**config.mk**
```make
export PLATFORM = sky130hd
export DESIGN_NAME = vsc8541_smi_ctrl
export DESIGN_NICKNAME = d
export VERILOG_FILES = /design/src/rtl/vsc8541_smi_ctrl.sv
export SDC_FILE = /design/constraint.sdc
export NUM_CORES = 1
export LEC_CHECK = 0
export CORE_ASPECT_RATIO = 1.75
export CORE_MARGIN = 2
export CORE_UTILIZATION = 45
export CTS_CLUSTER_DIAMETER = 60
export CTS_CLUSTER_SIZE = 16
export DETAILED_ROUTE_END_ITERATION = 10
export PLACE_DENSITY = 0.71
export SLEW_MARGIN = 20
export SYNTH_ARGS = -nofsm -noshare
export SYNTH_HDL_FRONTEND = slang
export SYNTH_SLANG_ARGS = --single-unit
```
**constraint.sdc**
```tcl
create_clock -name clk -period 3.66 [get_ports clk]
set_input_delay 0.732 -clock clk [delete_from_list [all_inputs] [get_ports clk]]
set_output_delay 0.732 -clock clk [all_outputs]
set_load 0.1 [all_outputs]
```
**src/rtl/vsc8541_smi_ctrl.sv**
```systemverilog
// Clause-22 SMI (MDIO) frame engine for the VSC8541 management port.
// One request at a time; MDC is divided down from clk.
module vsc8541_smi_ctrl #(
  parameter int DIVISOR      = 100,
  parameter int PREAMBLE_LEN = 32
) (
  input  logic        clk,
  input  logic        i_reset,
  input  logic        i_start,
  input  logic        i_rw,
  input  logic [4:0]  i_phy_addr,
  input  logic [4:0]  i_reg_addr,
  input  logic [15:0] i_wdata,
  input  logic        i_mdio_i,
  output logic        o_mdio_o,
  output logic        o_mdio_oe,
  output logic        o_mdc,
  output logic        o_busy,
  output logic        o_done,
  output logic [15:0] o_rdata
);

  localparam int SW = $clog2(DIVISOR);
  localparam logic [SW-1:0] S_LAST = SW'(DIVISOR - 1);
  localparam logic [SW-1:0] S_HALF = SW'(DIVISOR / 2);
  localparam logic [5:0] PRE_LAST =
    6'(PREAMBLE_LEN > 0 ? PREAMBLE_LEN - 1 : 0);

  typedef enum logic [2:0] {
    S_IDLE, S_PRE, S_HDR, S_TA, S_DATA, S_DONE
  } state_t;

  state_t        state, state_d;
  logic [SW-1:0] sub;
  logic [5:0]    bcnt;
  logic [5:0]    last;
  logic [31:0]   sh;
  logic [15:0]   rx;
  logic          rw_q;
  logic          bit_end;

  always_comb begin
    bit_end = (sub == S_LAST);
    last    = 6'd0;
    state_d = state;
    unique case (state)
      S_PRE:   last = PRE_LAST;
      S_HDR:   last = 6'd13;
      S_TA:    last = 6'd1;
      S_DATA:  last = 6'd15;
      default: last = 6'd0;
    endcase
    unique case (state)
      S_IDLE:
        if (i_start)
          state_d = (PREAMBLE_LEN > 0) ? S_PRE : S_HDR;
      S_PRE:
        if (bit_end && bcnt == last) state_d = S_HDR;
      S_HDR:
        if (bit_end && bcnt == last) state_d = S_TA;
      S_TA:
        if (bit_end && bcnt == last) state_d = S_DATA;
      S_DATA:
        if (bit_end && bcnt == last) state_d = S_DONE;
      S_DONE:  state_d = S_IDLE;
      default: state_d = S_IDLE;
    endcase

    o_busy = (state == S_PRE) || (state == S_HDR) ||
             (state == S_TA) || (state == S_DATA);
    o_done = (state == S_DONE);
    o_mdc  = o_busy && (sub >= S_HALF);
    // A read hands the line to the PHY from TA onwards.
    o_mdio_oe = (state == S_PRE) || (state == S_HDR) ||
                (((state == S_TA) || (state == S_DATA)) && !rw_q);
    o_mdio_o = 1'b1;
    if (o_mdio_oe && state != S_PRE) o_mdio_o = sh[31];
  end

  always_ff @(posedge clk) begin
    if (!i_reset) begin
      state   <= S_IDLE;
      sub     <= '0;
      bcnt    <= '0;
      sh      <= '0;
      rx      <= '0;
      rw_q    <= 1'b0;
      o_rdata <= '0;
    end else begin
      state <= state_d;
      if (state == S_IDLE) begin
        sub  <= '0;
        bcnt <= '0;
        if (i_start) begin
          rw_q <= i_rw;
          sh   <= {2'b01, i_rw ? 2'b10 : 2'b01,
                   i_phy_addr, i_reg_addr,
                   i_rw ? 2'b11 : 2'b10,
                   i_rw ? 16'hffff : i_wdata};
        end
      end else if (o_busy) begin
        if (bit_end) begin
          sub  <= '0;
          bcnt <= (state_d != state) ? 6'd0 : bcnt + 6'd1;
          if (state != S_PRE) sh <= {sh[30:0], 1'b1};
          if (state == S_DATA) begin
            rx <= {rx[14:0], i_mdio_i};
            if (rw_q && state_d == S_DONE)
              o_rdata <= {rx[14:0], i_mdio_i};
          end
        end else begin
          sub <= sub + 1'b1;
        end
      end
    end
  end

endmodule
```
==> reports/results.ini <==
[yosys]
synth.area.top_cells = sky130_fd_sc_hd__dfxtp_1 44%, sky130_fd_sc_hd__nor2_1 8.6%, sky130_fd_sc_hd__nand2_1 6.3%
asyncSetResetFlopFracSynth_pct = 0
synth_area_leader_cell = sky130_fd_sc_hd__dfxtp_1
yosysSeqAreaShare_pct = 43.8
synth_top_family_by_area = simple AND/OR/NAND/NOR gates
synth-edff-count = 0
synth-compound-area-share_pct = 15.2
postSynthCellCount = 463
synth_xor_xnor_area_share_pct = 2.63
postSynthRegisterBits = 80
synth.mux.area_fraction_pct = 5.20
netlist-cell-type-count = 47
syn_area_mm2 = 0.00366
synth.net_count = 497
top_reg_cell_synth = sky130_fd_sc_hd__dfxtp_1
synth_adder_area_share_pct = 1.33
yosysWarnings = 0
synthDominantCellAreaShare_pct = 43.8
mean_cell_area_of_the_mapped_netlist_um2 = 7.90
synth-simple-area-share_pct = 26.6

[final_layout]
nNetsFinal = 527
final.fill_count = 739
drive_above_1_share_pct = 7.26
flow.area_growth_from_synthesis_pct = 22.0
number_of_antenna_diodes = 0
layoutNonFillerInstCount = 586

[sta]
setup_ws_ns = 0.707
post-route-period-util_pct = 80.7
rsz0062_at_grt = no
layout_min_cycle_time_ns = 2.95
final.setup_skew_ns = 0.00538
timing.max_slew.rel_slack_pct = 35.2
finalMaxSlewViolations = 0
worst_slew_pin_slew_ns = 0.969
fin_tns_setup_ns = 0
setup-violations-final = 0
finalHoldViolCount = 0
fmax_ghz = 0.339

[job]
cap_violations = 0

[clock_tree]
clk_latency_ns = 0.33
cts_htree_levels = 3
post_cts.repair.setup_buffers = 0
clock_tree.root_cell = sky130_fd_sc_hd__clkbuf_16
tritoncts_num_sinks = 80
clock_path_buffers = 2
cts_buffers = 9
path_clk_slew_ns = 0.06
postCtsResizedCells = 0
cts_tree = yes
cts_hold_buf = 0

[global_route]
grt_pass1_vias = 2985
grt.overflow.total = 0
first_pass_grt_wire_length_mm = 13.4
grt_start_max_net_pins = 50
track_usage_pct = 19.0
initial_antenna_violation_count = 0

[place]
hpwl_mm = 5.50
place_inst = 572
port_buffers = 51
gp_routability_congestion = 0.839
place_ws_ns = 0.987

[setup_path]
crit_path_max_fanout = 20
critPathSlowestCell = sky130_fd_sc_hd__dfxtp_1
timing.critical_path.cells = or3b_1 -> a21oi_1 -> o21bai_1 -> buf_4
worst_ep_required_ns = 2.93
largest_stage_delay_worst_path_ns = 0.70
timing.critical_path.from_type = register
cp_data_arrival_time_ns = 2.22
critical_path.top_delay_family = flip-flops
worst-path-buf-inv = 1
worstSetupEndpointType = primary output
timing_worst_setup_path_type = reg2out

[floorplanning]
placement_rows = 43
die_area_mm2 = 0.00890
die_width_um = 72.2
floorplan.initialDensity_pct = 46.3
design.portCount = 52
floorplan.die.height_um = 123
core_area_mm2 = 0.00791

[drt]
post-route-drc-count = 0
initialDrtViolationCount = 189
number_of_vias_after_detailed_routing = 3286
routed_via_density = 5.61
routed_wirelength_mm = 7.92
dr_wl_cell_um = 13.5
detail-route-antenna-nets = 0
detailedRoute.firstPassIterationCount = 4

[power_and_ir_drop]
powerDensity_mw_per_mm2 = 490
post-layout-total-power_mw = 2.19
power.leakage_nw = 1.60
ir_drop_mv = 0.278

[worst_hold_path]
hold_class = reg2reg

[status]
status = finished, final reports clean

power breakdown:
group | total (mW) | switching, mW | internal [mW]
Combinational | 0.359 | 0.222 | 0.137
Sequential | 0.957 | 0.0358 | 0.921
Clock | 0.871 | 0.332 | 0.539
cells in the mapped netlist (all sizes together), types with 4 or more instances:
master,count
a211oi,7
a21oi,40
a311oi,10
buf,12
clkbuf,27
dfxtp,80
inv,5
mux2i,19
nand2,61
nand3,4
nand4,21
nor2,84
nor3,19
o21ai,21
or3,4
xnor2,4
xor2,7
sequential cells by signal, summed over array words and instances, names as in the netlist:
register  count
sh           32
bcnt          6
state         3
rx           15
rw_q          1
o_rdata      16
sub           7
area by class of cell:
class                      count  area (um^2)  area share, %
sequential                    80         1600           35.9
clock buffer                  11          243           5.44
tap                           90          113           2.52
timing repair buffer          58          551           12.3
inverter                       5         18.8          0.420
clock inverter                 3         43.8          0.981
multi-input combinational    339         1900           42.4
cell usage in the layout, fill, tap and decap left out, drive strengths merged, types with 10 or more instances in the layout:
| master | synthesis | final |
|---|---|---|
| mux2i | 19 | 19 |
| a21oi | 40 | 40 |
| clkdlybuf4s50 | 0 | 46 |
| dfxtp | 80 | 80 |
| a311oi | 10 | 10 |
| nor2 | 84 | 84 |
| o21ai | 21 | 21 |
| nand2 | 61 | 61 |
| nor3 | 19 | 19 |
| buf | 12 | 12 |
| clkbuf | 27 | 11 |
| nand4 | 21 | 21 |
per-layer routing:
layer	vias up	GRT usage (%)	share of wire, %
met3	17	3.83	3.9
met4	0	9.79	2.4
met1	1524	22.5	43
li1	1668	-	-
met5	-	0	0
met2	77	32.1	51
stage by stage:
stage	instance area [um^2]	hold slack [ns]	util (%)
final	4470	0.460	56.5
after global routing	4470	0.489	56.5
after CTS	4470	0.465	56.5
after detailed placement	4180	0.457	52.8
after global placement	4170	0.453	52.8
after floorplan	3660	0.437	-
logic make-up (layout without fill, tap and decap cells):
logic type      after synthesis  count (layout)
flops                        80              80
buf+inv                      44              77
fa+ha+maj                     4               4
simple gates                213             213
compound gates               92              92
mux                          19              19
xor+xnor                     11              11
final timing paths:
kind,endpoint,slack (ns),from,depth (start not counted)
worst max-delay path,o_mdio_oe,0.71,state[2],4
worst min-delay path,o_rdata[7],0.46,o_rdata[7],2
worst max register to register,o_rdata[11],1.02,state[2],6
worst min register to register,o_rdata[7],0.46,o_rdata[7],2
worst min-delay path, cell delays in order, from the launching register on:
cell and delay [ns]:
sky130_fd_sc_hd__dfxtp_1 0.31, sky130_fd_sc_hd__o21ai_2 0.05, sky130_fd_sc_hd__a21oi_1 0.05
Power figures use the tool's default switching activity.
==> RTL change (same settings) <==
`PREAMBLE_LEN`: 32 -> 24.
--- a/src/rtl/vsc8541_smi_ctrl.sv
+++ b/src/rtl/vsc8541_smi_ctrl.sv
@@ -4,3 +4,3 @@
   parameter int DIVISOR      = 100,
-  parameter int PREAMBLE_LEN = 32
+  parameter int PREAMBLE_LEN = 24
 ) (
Formal check against the unedited RTL: no difference found for any inputs over 10 cycles, from zero or initial values and one cycle with i_reset low; that may be too few to reach the edited logic, so the function may still have changed.
==> RTL change against the unedited design <==
  * Cell area is 1.9% higher
  * Wire length is 3.3% lower
  * Sequential cell count stayed put
  * Setup slack better by 28 ps
  * Sequential power is 2.9% lower
  * Power is 9.3% lower
  * Synthesized area is 0.89% higher
  * Highest routed layer unchanged
  * Largest cell class unchanged
==> RTL change: results <==
{
  "wirelength_mm": 7.66,
  "async_reset_ff_share_pct": 0,
  "drt_iter0_drc": 160,
  "cp.arrival_ps": 2190,
  "cts-root-buf": "clkbuf_16",
  "yosysWarnings": 0,
  "syn_nets": 497,
  "place.gp.congestion": 0.780,
  "drtPass1Iterations": 6,
  "place.port_buffers": 51,
  "synth.distinct_cells": 44,
  "fillers": 728,
  "dpl_worst_slack_ps": 841,
  "grt_pass1_vias": 2938,
  "grt_max_degree": 54,
  "grt_pass1_wl_mm": 12.8,
  "synthFlopType": "dfxtp_1",
  "synthMuxAreaShare_pct": 8.98,
  "grt_usage_pct": 18.1,
  "synthAdderAreaFrac_pct": 1.29,
  "synth_common_cells": "nand2_1, nor2_1, dfxtp_1",
  "relSlewSlack_pct": 35.5,
  "ctsResizeCount": 0,
  "cts_buffers": 9,
  "clk_path_buf_depth": 2,
  "ir_drop_v": 0.000277,
  "reg.largest.list": "sh x32, o_rdata x16, rx x15",
  "cap_violations": 0,
  "hold_class": "flip-flop to flip-flop",
  "seq_area_frac_synth_pct": 43.4,
  "finClkSkew_ps": 5.36,
  "drive_gt1_share_pct": 7.51,
  "worstPathMaxFanout": 19,
  "clk_pin_slew_ps": 60,
  "antenna_found_initial": 0,
  "place_area_um2": 4270,
  "synth_compound_area_share_pct": 9.56,
  "clk_latency_ps": 340,
  "synth_xor_area_share_pct": 3.56,
  "postCtsSetupBuffers": 0,
  "dp_hpwl_mm": 5.34,
  "htree_levels": 3,
  "vias": 3177,
  "antennaDiodeCount": 0,
  "synth_area_leaders": "dfxtp_1, nand2_1, mux2i_1, nor2_1, nor3_1",
  "status": "finished clean",
  "leakagePower_nw": 1.61,
  "fin_nets": 535
}
==> RTL change: area by class of cell <==
cell class,count,area (um^2),share of cell area (%)
multi-input cells,348,1950,42.9
flip-flops and latches,80,1600,35.2
repair buffers,58,588,12.9
clock buffers,10,239,5.25
well taps,90,113,2.48
clock inverters,6,42.5,0.935
inverters,4,15.0,0.330
==> RTL change: cells by family (layout without fill, tap and decap cells) <==
group	count (synthesis)	count (layout)
AND/OR/NAND/NOR	242	242
flip-flops	80	80
AO/OA/AOI/OAI	54	54
buffers and inverters	35	78
multiplexers	33	33
XOR/XNOR	15	15
adder cells (fa/ha/maj)	4	4
==> RTL change: worst max-delay path, stage by stage, from the launching register on <==
cell and delay [ps]:
dfxtp_1 710, or3b_4 490, a21oi_1 200, o21bai_1 140, buf_4 320
==> RTL change: path summary, 6_finish.rpt <==
path | startpoint | endpoint | slack, ps | depth (start not counted)
worst max-delay path | state[2] | o_mdio_oe | 730 | 4
worst max register to register | state[2] | o_rdata[14] | 1130 | 7
worst min-delay path | o_rdata[13] | o_rdata[13] | 450 | 2
worst min register to register | o_rdata[13] | o_rdata[13] | 450 | 2
==> RTL change: stage by stage <==
stage	hold slack [ps]	instances	util, %
after floorplan	437	463	-
after global placement	441	580	53.6
after detailed placement	446	580	53.6
after CTS	456	596	57.1
after global routing	469	596	57.1
final	454	596	57.1
==> RTL change: report_power, final <==
part	total, mW	switching [mW]	internal [mW]
clock	0.839	0.360	0.479
sequential	0.929	0.0222	0.907
combinational	0.216	0.121	0.0953
==> RTL change: per-layer routing <==
metal,GRT usage [%],share of wire [%],vias up
met1,18.9,41,1454
li1,-,-,1636
met4,11.1,2.9,0
met2,33.0,52,72
met3,3.07,3.8,15
met5,0,0,-
